### config.mk
export PLATFORM = sky130hd
export DESIGN_NAME = log_arbiter
export DESIGN_NICKNAME = d
export VERILOG_FILES = /design/src/rtl/log_arbiter.sv
export SDC_FILE = /design/constraint.sdc
export NUM_CORES = 1
export LEC_CHECK = 0
export CAP_MARGIN = 40
export CORE_UTILIZATION = 35
export DETAILED_ROUTE_END_ITERATION = 16
export GPL_ROUTABILITY_DRIVEN = 0
export PLACE_DENSITY = 0.65
export SKIP_LAST_GASP = 1
export SYNTH_ARGS = -nofsm -noshare
export SYNTH_HDL_FRONTEND = slang
export SYNTH_SLANG_ARGS = --single-unit
### constraint.sdc
create_clock -name i_clock -period 1.9 [get_ports i_clock]
set_input_delay 0.38 -clock i_clock [delete_from_list [all_inputs] [get_ports i_clock]]
set_output_delay 0.38 -clock i_clock [all_outputs]
set_load 0.01 [all_outputs]
### src/rtl/log_arbiter.sv
// -----------------------------------------------------------------------------
// log_arbiter
//   Three-source round-robin log arbiter feeding a byte-wide UART transmitter.
//   A granted source's payload is latched, acknowledged with a one-cycle pulse,
//   and sent as a frame: one header byte (HEADER_BASE | id) followed by the
//   payload bytes, most significant byte first, under valid/ready handshaking.
//
// Ports
//   i_clock    : system clock, rising edge
//   i_reset    : synchronous active-high reset
//   i_enable   : permits new grants (sampled only while idle)
//   i_req[2:0] : per-source log request (level)
//   i_data     : per-source payload, source k at [k*DATA_SIZE +: DATA_SIZE]
//   o_ack[2:0] : one-cycle pulse, payload of that source captured
//   o_txData   : byte to transmit
//   o_txValid  : o_txData valid
//   i_txReady  : transmitter accepts the byte this cycle
//   o_busy     : a frame is being granted or sent
// -----------------------------------------------------------------------------
module log_arbiter #(
    parameter int         DATA_SIZE      = 16,
    parameter int         UART_DATA_SIZE = 8,
    parameter logic [7:0] HEADER_BASE    = 8'hA0
) (
    input  logic                        i_clock,
    input  logic                        i_reset,
    input  logic                        i_enable,
    input  logic [2:0]                  i_req,
    input  logic [3*DATA_SIZE-1:0]      i_data,
    output logic [2:0]                  o_ack,
    output logic [UART_DATA_SIZE-1:0]   o_txData,
    output logic                        o_txValid,
    input  logic                        i_txReady,
    output logic                        o_busy
);

    localparam int NBYTES = DATA_SIZE / UART_DATA_SIZE;
    localparam int CNT_W  = $clog2(NBYTES + 1);

    typedef enum logic [1:0] {
        IDLE      = 2'd0,
        GRANT     = 2'd1,
        SEND_HDR  = 2'd2,
        SEND_DATA = 2'd3
    } state_t;

    state_t                 state;
    logic [1:0]             grant_id;
    logic [1:0]             last_grant;
    logic [1:0]             pick;
    logic [DATA_SIZE-1:0]   payload;
    logic [CNT_W-1:0]       byte_cnt;

    // Round-robin pick: search starts at the source after the last grant.
    function automatic logic [1:0] rr_pick(input logic [1:0] last, input logic [2:0] req);
        logic [1:0] first;
        logic [1:0] second;
        logic [1:0] third;
        case (last)
            2'd0: begin first = 2'd1; second = 2'd2; third = 2'd0; end
            2'd1: begin first = 2'd2; second = 2'd0; third = 2'd1; end
            default: begin first = 2'd0; second = 2'd1; third = 2'd2; end
        endcase
        if (req[first]) begin
            rr_pick = first;
        end else if (req[second]) begin
            rr_pick = second;
        end else begin
            rr_pick = third;
        end
    endfunction

    // Combinational selection of the next source to grant.
    always_comb begin
        pick = rr_pick(last_grant, i_req);
    end

    // Frame FSM with all outputs registered.
    always_ff @(posedge i_clock) begin
        if (i_reset) begin
            state      <= IDLE;
            o_ack      <= 3'b000;
            o_txValid  <= 1'b0;
            o_txData   <= '0;
            o_busy     <= 1'b0;
            last_grant <= 2'd2;
            byte_cnt   <= '0;
            grant_id   <= 2'd0;
            payload    <= '0;
        end else begin
            o_ack <= 3'b000;
            case (state)
                IDLE: begin
                    if (i_enable && (i_req != 3'b000)) begin
                        grant_id <= pick;
                        o_ack    <= 3'b001 << pick;
                        o_busy   <= 1'b1;
                        state    <= GRANT;
                    end else begin
                        o_busy   <= 1'b0;
                        state    <= IDLE;
                    end
                end
                GRANT: begin
                    // Payload is frozen here so later i_data changes cannot
                    // corrupt the frame in flight.
                    payload    <= i_data[grant_id*DATA_SIZE +: DATA_SIZE];
                    last_grant <= grant_id;
                    o_txData   <= UART_DATA_SIZE'(HEADER_BASE | {6'b000000, grant_id});
                    o_txValid  <= 1'b1;
                    byte_cnt   <= '0;
                    state      <= SEND_HDR;
                end
                SEND_HDR: begin
                    if (i_txReady) begin
                        o_txData <= payload[DATA_SIZE-1 -: UART_DATA_SIZE];
                        payload  <= payload << UART_DATA_SIZE;
                        byte_cnt <= '0;
                        state    <= SEND_DATA;
                    end else begin
                        state    <= SEND_HDR;
                    end
                end
                SEND_DATA: begin
                    if (i_txReady) begin
                        if (byte_cnt == CNT_W'(NBYTES - 1)) begin
                            o_txValid <= 1'b0;
                            o_txData  <= '0;
                            o_busy    <= 1'b0;
                            byte_cnt  <= '0;
                            state     <= IDLE;
                        end else begin
                            o_txData  <= payload[DATA_SIZE-1 -: UART_DATA_SIZE];
                            payload   <= payload << UART_DATA_SIZE;
                            byte_cnt  <= byte_cnt + CNT_W'(1);
                            state     <= SEND_DATA;
                        end
                    end else begin
                        state <= SEND_DATA;
                    end
                end
                default: begin
                    o_txValid <= 1'b0;
                    o_txData  <= '0;
                    o_busy    <= 1'b0;
                    byte_cnt  <= '0;
                    state     <= IDLE;
                end
            endcase
        end
    end

endmodule

After elaboration in Yosys (flattened, before gate mapping)

Index checks and enable logic that the tools add are counted.

Multiplexer cells: 31
Equality and inequality tests: 9
Shift operators: 2
Reductions and logical operators: 13
Order comparisons: 2
Bitwise logic cells: 2
Add/subtract/negate cells: 1

Operators with widths:

| operator                                                   | number |
|---|---|
| 2-to-1 mux 16 bit                                          | 3 |
| case mux 16 bit (3 select lines)                           | 1 |
| variable part select 48 x 7 -> 16 bit                      | 1 |
| 2-to-1 mux 8 bit                                           | 3 |
| case mux 8 bit (3 select lines)                            | 1 |
| 2-to-1 mux 2 bit                                           | 7 |
| case mux 2 bit (2 select lines)                            | 3 |
| AND reduction 3 bit                                        | 3 |
| != test 2 bit, second input constant                       | 4 |
| case mux 2 bit (4 select lines)                            | 1 |
| 2-to-1 mux 1 bit                                           | 7 |
| == test 2 x 1 -> 1 bit, second input constant              | 3 |
| less-than comparator 2 x 3 -> 1 bit, second input constant | 2 |
| case mux 2 bit (3 select lines)                            | 1 |
| nonzero test 3 bit                                         | 2 |
| binary-select mux 1 bit (select 2 bit)                     | 2 |
| == test 2 bit, second input constant                       | 2 |
| zero test 2 bit                                            | 2 |
| case mux 1 bit (2 select lines)                            | 2 |
| AND reduction 4 bit                                        | 1 |
| nonzero test 2 bit                                         | 2 |
| OR reduction 3 bit                                         | 1 |
| left shift 1 x 2 -> 3 bit, first input constant            | 1 |
| adder 2 x 1 -> 2 bit, second input constant                | 1 |
| 3 further kinds                                            | 4 |

Flip-flop bits (word level): 37
Input port bits: 55
Logic and storage cells: 69
Output and inout bits: 13

Logic depth before layout (Yosys ltp)

Gate-level depths: netlist of run 1.

Word-level depth: 7
Gate-level depth with buffers: 6
Mapped depth without buffers: 4

Worst setup path before layout of run 1

No wires, ideal clock.

Kind: register to register
From: register grant_id[0]
To: register payload[7]
Path buffers: 1
Cell stages (with the launch flop): 5
Setup time: 0.128 ns
Period minus slack after synthesis: 1.320 ns
Arrival: 1.192 ns
Required time: 1.772 ns
Setup slack: 0.580 ns
Path through: dfxtp_1 -> buf_6 -> mux2_2 -> a222oi_1 -> nor2_1

Longest elaborated chain between the ends: 2

Ends and longest elaborated chain:

| item                                  | line | RTL |
|---|---|---|
| start: declaration                    | 48   | `logic [1:0] grant_id;` |
| start signal: assignment              | 95   | `grant_id <= pick;` |
| variable part select 48 x 7 -> 16 bit | 107  | `payload <= i_data[grant_id*DATA_SIZE +: DATA_SIZE];` |
| case mux 16 bit (3 select lines)      | 92   | `case (state)` |
| end signal: assignment                | 107  |  |
| end signal: assignment                | 117  | `payload <= payload << UART_DATA_SIZE;` |
| end signal: assignment                | 134  | `payload <= payload << UART_DATA_SIZE;` |
| end: declaration                      | 51   | `logic [DATA_SIZE-1:0] payload;` |

Every way passes these cells.
A chain may end at the register's enable or synchronous reset.

Worst setup path after layout of run 1

From: register o_txData[3]
To: output port o_txData[3]

RTL lines:

| item                     | line | RTL |
|---|---|---|
| start: declaration       | 31   | `output logic [UART_DATA_SIZE-1:0] o_txData,` |
| start signal: assignment | 109  | `o_txData <= UART_DATA_SIZE'(HEADER_BASE \| {6'b000000, grant_id});` |
| start signal: assignment | 116  | `o_txData <= payload[DATA_SIZE-1 -: UART_DATA_SIZE];` |
| start signal: assignment | 133  | `o_txData <= payload[DATA_SIZE-1 -: UART_DATA_SIZE];` |

No word-level cell between the ends.

==> qor.txt, run 1 <==
Die Wd -> 75.6 microns
final worst path period share -> 0.819
r2r startpoint -> grant_id[1]$_SDFFE_PP0P_
syn_area_per_cell -> 9.34 sq um
routed len/inst -> 14.5 microns
GRT Total Usage -> 0.178
clk root buf -> clkbuf_8
# IOs -> 68
Gate power share -> 0.250
Slew HR -> 0.694
Port Buffers -> 67
Routed Antenna Nets -> 0
delay-heaviest family, CP -> buffers and inverters
slowest cell on the critical path -> clkdlybuf4s50_1
# nets final -> 328
worst r2r path cells -> 5
hold_buf cts -> 0
H-tree lvl count -> 2
leak pwr -> 0.991 nW
post-DP HPWL -> 3720 microns
CTS tree -> built
Critical Path Source -> o_txData[3]$_SDFFE_PP0P_
Setup TNS -> 0 ns
clock latency on the worst-skew pair -> 0.29 ns
unrepaired setup endpoints after global routing -> no
EDFF count, synth -> 0
Critical Path RT -> 1.52 ns
layout filler cell count -> 470
worst hold path type -> flop to flop
Total Wirelength -> 4990 microns
internal power -> 1.51 mW
Worst R2R End -> payload[10]$_SDFFE_PP0P_
Worst path depth -> 1
Die Span Y -> 75.6 microns
Buf/Inv on CP -> 1
clock sink count -> 37
via-per-instance ratio -> 5.20
share of cells above drive strength 1 -> 0.128
CTS buffer count -> 5
pwr dens -> 760 nW/um^2
Seq cells post-synth -> 37
kind of critical path -> flop to primary output
Residual DRC -> 0
Post-CTS Setup Bufs -> 0
Async S/R FF share, synth -> 0
antenna violations before repair -> 0
maximum vdd drop -> 414 uV
die area -> 5710 sq um
Max-Cap Viols -> 0
library cells used by synthesis -> 39
vias in the first global route -> 1,561
Fmax -> 642 MHz
met1 GRT Util -> 0.239
Final setup viols -> 0
GR peak layer -> met2
Initial DRT Pass Iterations -> 4
CP Capture Type -> primary output
grt ovf -> 0
CP Launch Type -> flop
Final min period -> 1.56 ns
clock power share -> 0.329
Initial DRC Count -> 115
area grow syn2layout -> 45.2%
ys flop type -> dfxtp_1
outcome -> complete, no violations
Initial Utilization -> 0.366
GR Util met2 -> 0.282
Placeable Area -> 5170 sq um
Psw -> 0.578 mW
# rows -> 26
ant diodes -> 0
sequential fraction of the synthesis area -> 0.391
syn_nets -> 258
Worst Tran Pin Value -> 0.457 ns
Clock transition at path regs -> 0.08 ns
worst endpoint data arrival time -> 1.18 ns
Cells after Synth -> 203
Cell Area, Synth -> 1900 sq um
crit path max fanout -> 2
placed cells -> 336
Seq pwr share -> 0.422
r2r setup slk -> 0.36 ns
global-route wire length before repair -> 7520 microns
post-CTS sizing -> 0
end of the critical path -> o_txData[3]
final hold viol count -> 0
Pins Over Slew Limit -> 0
routed via count -> 1,790
max incr delay on CP -> 0.54 ns
Non-Filler Instances -> 344
grt met3 use -> 0.0437
Synth Warn # -> 0
largest net degree at the start of global routing -> 31
CP cell instances -> clkdlybuf4s50_1
Max Root-Sink Buffers -> 2
switching share of power -> 0.276
Setup Skew -> 0.00618 ns
logic make-up after synthesis:
family / Yosys count / synth area share
compound gates: 54 / 0.222
mux: 17 / 0.0964
flops: 37 / 0.391
simple gates: 76 / 0.228
buf+inv: 19 / 0.0620
through the flow:
stage / instance area (sq um) / utilization / setup slack, ns / hold WS, ns / total power, mW
floorplan: 1900 / - / 0.580 / 0.439 / 1.20
global placement: 2640 / 0.510 / 0.132 / 0.448 / 1.42
detailed placement: 2640 / 0.510 / 0.0768 / 0.456 / 1.42
CTS: 2750 / 0.532 / 0.335 / 0.481 / 2.11
global route: 2750 / 0.532 / 0.210 / 0.506 / 2.20
finish: 2750 / 0.532 / 0.343 / 0.478 / 2.09
layout make-up:
class / count / area [sq um] / area share
repair buffers: 79 / 761 / 0.276
flip-flops and latches: 37 / 741 / 0.269
clock buffers: 5 / 68.8 / 0.0250
inverters: 3 / 11.3 / 0.00409
clock inverters: 3 / 46.3 / 0.0168
multi-input cells: 147 / 1040 / 0.377
well taps: 70 / 87.6 / 0.0318
sequential cells by signal, summed over array words and instances (netlist names):
register	count
byte_cnt	2
o_ack	3
o_busy	1
o_txData	8
o_txValid	1
payload	16
last_grant	2
state	2
grant_id	2
worst reg2reg max path, delay by kind of cell (launching register included):
kind / cells / cell delay (ns)
AO/OA/AOI/OAI: 2 / 0.50
AND/OR/NAND/NOR: 1 / 0.05
flip-flops: 1 / 0.42
multiplexers: 1 / 0.21
buffers and inverters: 1 / 0.25
power groups by stage:
stage | Combinational, mW | Clock [mW] | Sequential [mW]
after floorplan | 0.311 | 0 | 0.888
after global placement | 0.519 | 0 | 0.901
after detailed placement | 0.524 | 0 | 0.899
after CTS | 0.528 | 0.703 | 0.882
after global routing | 0.572 | 0.740 | 0.891
final | 0.522 | 0.688 | 0.883
cells in the mapped netlist (all sizes together) (7+ instances only):
| master | n | share of area |
|---|---|---|
| nor2b | 11 | 0.036 |
| buf | 11 | 0.046 |
| o41ai | 8 | 0.053 |
| nand3b | 12 | 0.048 |
| a211oi | 11 | 0.044 |
| a21oi | 12 | 0.032 |
| mux2i | 10 | 0.053 |
| dfxtp | 37 | 0.39 |
| nor2 | 30 | 0.061 |
| mux2 | 7 | 0.044 |
placed cells by master (no fill, tap or decap), types with 5 or more instances in the layout:
cell type	instances
nand3b_1	12
a21oi_1	12
clkdlybuf4s50_1	67
nand2_1	5
dfxtp_1	37
a22oi_1	6
a211oi_1	11
nor2b_1	11
nor2_1	29
buf_4	12
clkbuf_8	5
a222oi_1	6
mux2_2	6
mux2i_1	10
per-layer routing:
layer | part of all wire | up-vias | routed length [microns]
li1 | - | 894 | -
met4 | 0.011 | 0 | 55
met2 | 0.46 | 48 | 2310
met5 | 0 | - | 0
met1 | 0.47 | 844 | 2350
met3 | 0.054 | 4 | 271
worst min-delay path by stage:
stage / from / end / slack, ns / cells past startpoint
after CTS: o_busy$_SDFFE_PP0P_ / o_busy$_SDFFE_PP0P_ / 0.48 / 1
after global placement: o_busy$_SDFFE_PP0P_ / o_busy$_SDFFE_PP0P_ / 0.45 / 1
after floorplan: last_grant[0]$_SDFFE_PP0N_ / last_grant[0]$_SDFFE_PP0N_ / 0.44 / 2
after detailed placement: o_busy$_SDFFE_PP0P_ / o_busy$_SDFFE_PP0P_ / 0.46 / 1
final: o_busy$_SDFFE_PP0P_ / o_busy$_SDFFE_PP0P_ / 0.48 / 1
after global routing: o_busy$_SDFFE_PP0P_ / o_busy$_SDFFE_PP0P_ / 0.51 / 1
(Power assumes the default switching activity.)
==> inputs of run 2 (changes only) <==
--- a/config.mk
+++ b/config.mk
@@ -9,7 +9,7 @@
 export CORE_UTILIZATION = 35
 export DETAILED_ROUTE_END_ITERATION = 16
 export GPL_ROUTABILITY_DRIVEN = 0
-export PLACE_DENSITY = 0.65
+export PLACE_DENSITY = 0.68
 export SKIP_LAST_GASP = 1
 export SYNTH_ARGS = -nofsm -noshare
 export SYNTH_HDL_FRONTEND = slang
==> constraint.sdc (replaced) <==
create_clock -name i_clock -period 1.4 [get_ports i_clock]
set_input_delay 0.28 -clock i_clock [delete_from_list [all_inputs] [get_ports i_clock]]
set_output_delay 0.28 -clock i_clock [all_outputs]
set_load 0.01 [all_outputs]
==> run 2 against run 1 <==
Net effect:
- sequential power increased by 36%
- die area unchanged
- setup slack got worse by 0.28 ns
- clock skew barely moved
==> qor.txt, run 2 (synthesized netlist as in run 1, its figures left out) <==
outcome -> complete, no violations
commonest non-fill, non-tap cell in the layout -> clkdlybuf4s50_1
clk root buf -> clkbuf_8
Setup TNS -> 0 ns (unchanged)
Placement Cell Area -> 2770 sq um (+5.1%)
worst r2r path cells -> 4 (-1)
Total Wirelength -> 5520 microns (+11%)
area grow syn2layout -> 59.9%
Initial DRT Pass Iterations -> 4 (unchanged)
worst endpoint data arrival time -> 1.52 ns (+0.34 ns)
slowest cell on the critical path -> dfxtp_4
global-route wire length before repair -> 7760 microns (+3.2%)
Seq pwr share -> 0.426 (+0.004)
crit path max fanout -> 8 (+6)
H-tree lvl count -> 2 (unchanged)
Residual DRC -> 0 (unchanged)
worst hold start -> i_req[0]
# IOs -> 68 (unchanged)
leak pwr -> 1.20 nW (+21%)
antenna violations before repair -> 0 (unchanged)
Worst Tran Pin Value -> 0.338 ns (-0.119 ns)
end of the critical path -> payload[6]$_SDFFE_PP0P_
top flop regs -> payload (16), o_txData (8), o_ack (3)
routed len/inst -> 15.3 microns (+5.2%)
r2r startpoint -> grant_id[0]$_SDFFE_PP0P_
Die Wd -> 75.6 microns (unchanged)
post-route cell area -> 3030 sq um (+10%)
Final min period -> 1.34 ns
unrepaired setup endpoints after global routing -> yes
Gate power share -> 0.306 (+0.056)
Critical Path Source -> grant_id[0]$_SDFFE_PP0P_
share of cells above drive strength 1 -> 0.219 (+0.0914)
CTS buffer count -> 5 (unchanged)
Psw -> 0.802 mW (+39%)
placed cells -> 349 (+3.9%)
# rows -> 26 (unchanged)
CP Launch Type -> flop
hold_ws -> 0.459 ns (-0.0197 ns)
max reg flops -> 16 (unchanged)
largest net degree at the start of global routing -> 33 (+6.5%)
Clock transition at path regs -> 0.07 ns (about the same)
final setup margin -> 0.0588 ns (-0.285 ns)
max incr delay on CP -> 0.38 ns (-0.16 ns)
final worst path period share -> 0.958
Initial Utilization -> 0.366 (unchanged)
Setup Skew -> 0.00572 ns (-0.000457 ns)
Pins Over Slew Limit -> 0 (unchanged)
maximum vdd drop -> 474 uV (+15%)
post-DP HPWL -> 3760 microns (+1.3%)
CP cell instances -> buf_12 > mux2_2 > a222oi_1 > nor2_1
Routed Antenna Nets -> 0 (unchanged)
pre-CTS setup slack -> -0.243 ns (-0.320 ns)
r2r setup slk -> 0.06 ns (-0.30 ns)
Placeable Area -> 5170 sq um (unchanged)
internal power -> 2.01 mW (+33%)
final core utilization -> 0.586 (+0.0537)
most frequent cells in the layout -> clkdlybuf4s50_1, dfxtp_1, nor2_1, buf_4
Die Span Y -> 75.6 microns (unchanged)
Initial DRC Count -> 140 (+22%)
switching share of power -> 0.285 (+0.00916)
CTS tree -> built
clock power share -> 0.268 (-0.061)
vias in the first global route -> 1,680 (+7.6%)
Non-Filler Instances -> 362 (+5.2%)
Critical Path RT -> 1.58 ns (+0.06 ns)
via-per-instance ratio -> 5.26 (+1.1%)
Worst R2R End -> payload[6]$_SDFFE_PP0P_
Final setup viols -> 0 (unchanged)
# nets final -> 347 (+5.8%)
worst hold path type -> primary input to flop
kind of critical path -> flop to flop
Max Root-Sink Buffers -> 2 (unchanged)
routed via count -> 1,905 (+6.4%)
grt ovf -> 0 (unchanged)
ant diodes -> 0 (unchanged)
CP Capture Type -> flop
Slew HR -> 0.772 (+0.0776)
Fmax -> 746 MHz
Power Total -> 2.81 mW (+34%)
clock sink count -> 37 (unchanged)
Port Buffers -> 67 (unchanged)
Max-Cap Viols -> 0 (unchanged)
clock latency on the worst-skew pair -> 0.29 ns (about the same)
largest reg by FF count -> payload
die area -> 5710 sq um (unchanged)
final hold viol count -> 0 (unchanged)
pwr dens -> 927 nW/um^2 (+22%)
GRT Total Usage -> 0.184 (+0.00620)
run 2: changes by cell type in the layout (fill, tap and decap cells not counted), sizes merged, moves of 2 or more:
cell	before	now
buf	12	27
clkbuf	5	9
clkdlybuf4s50	67	53
dlygate4sd2	0	12
dlymetal6s2s	0	2
nand2	6	8
run 2: what timing repair did:
action                                 in CTS  in global routing
cloned                                      0                  4
endpoints found under the hold margin       0                  0
resized for setup                          15                 21
hold buffers                                0                  0
setup buffers                               0                  3
setup endpoints to repair                  15                 23
pin swaps                                   0                  5
run 2: layout make-up:
class	count	area, sq um
Clock buffer	7	86.3
Multi-Input combinational cell	149	1130
Sequential cell	37	753
Timing Repair Buffer	96	962
Fill cell	460	2140
Tap cell	70	87.6
Inverter	3	11.3
run 2: worst min path at each step:
stage	to	slack, ns	cells past startpoint
2_1_floorplan	last_grant[0]$_SDFFE_PP0N_	0.44	2
3_3_place_gp	o_busy$_SDFFE_PP0P_	0.45	1
3_5_place_dp	o_busy$_SDFFE_PP0P_	0.45	1
4_1_cts	o_busy$_SDFFE_PP0P_	0.47	1
5_1_grt	o_busy$_SDFFE_PP0P_	0.49	1
6_report	o_ack[1]$_SDFF_PP0_	0.46	4
run 2: worst max-delay path, delay by kind of cell, from the launching register on:
family | cells | cell delay [ns]
and+or+nand+nor | 1 | 0.07
muxes | 1 | 0.34
DFF | 1 | 0.38
AOI/OAI and AO/OA | 1 | 0.31
buffers and inverters | 1 | 0.13
run 2: layer usage:
metal | wire length [microns] | track usage | vias up
met1 | 2600 | 0.248 | 900
met4 | 71 | 0.0761 | 0
li1 | - | - | 941
met5 | 0 | 0 | -
met2 | 2560 | 0.287 | 57
met3 | 298 | 0.0397 | 7
run 2: power by group through the flow:
stage	sequential (mW)	combinational, mW	clock [mW]
after floorplan	1.21	0.423	0
after global placement	1.21	0.773	0
after detailed placement	1.21	0.782	0
after CTS	1.19	0.779	0.779
after global routing	1.21	0.931	0.833
final	1.20	0.860	0.753
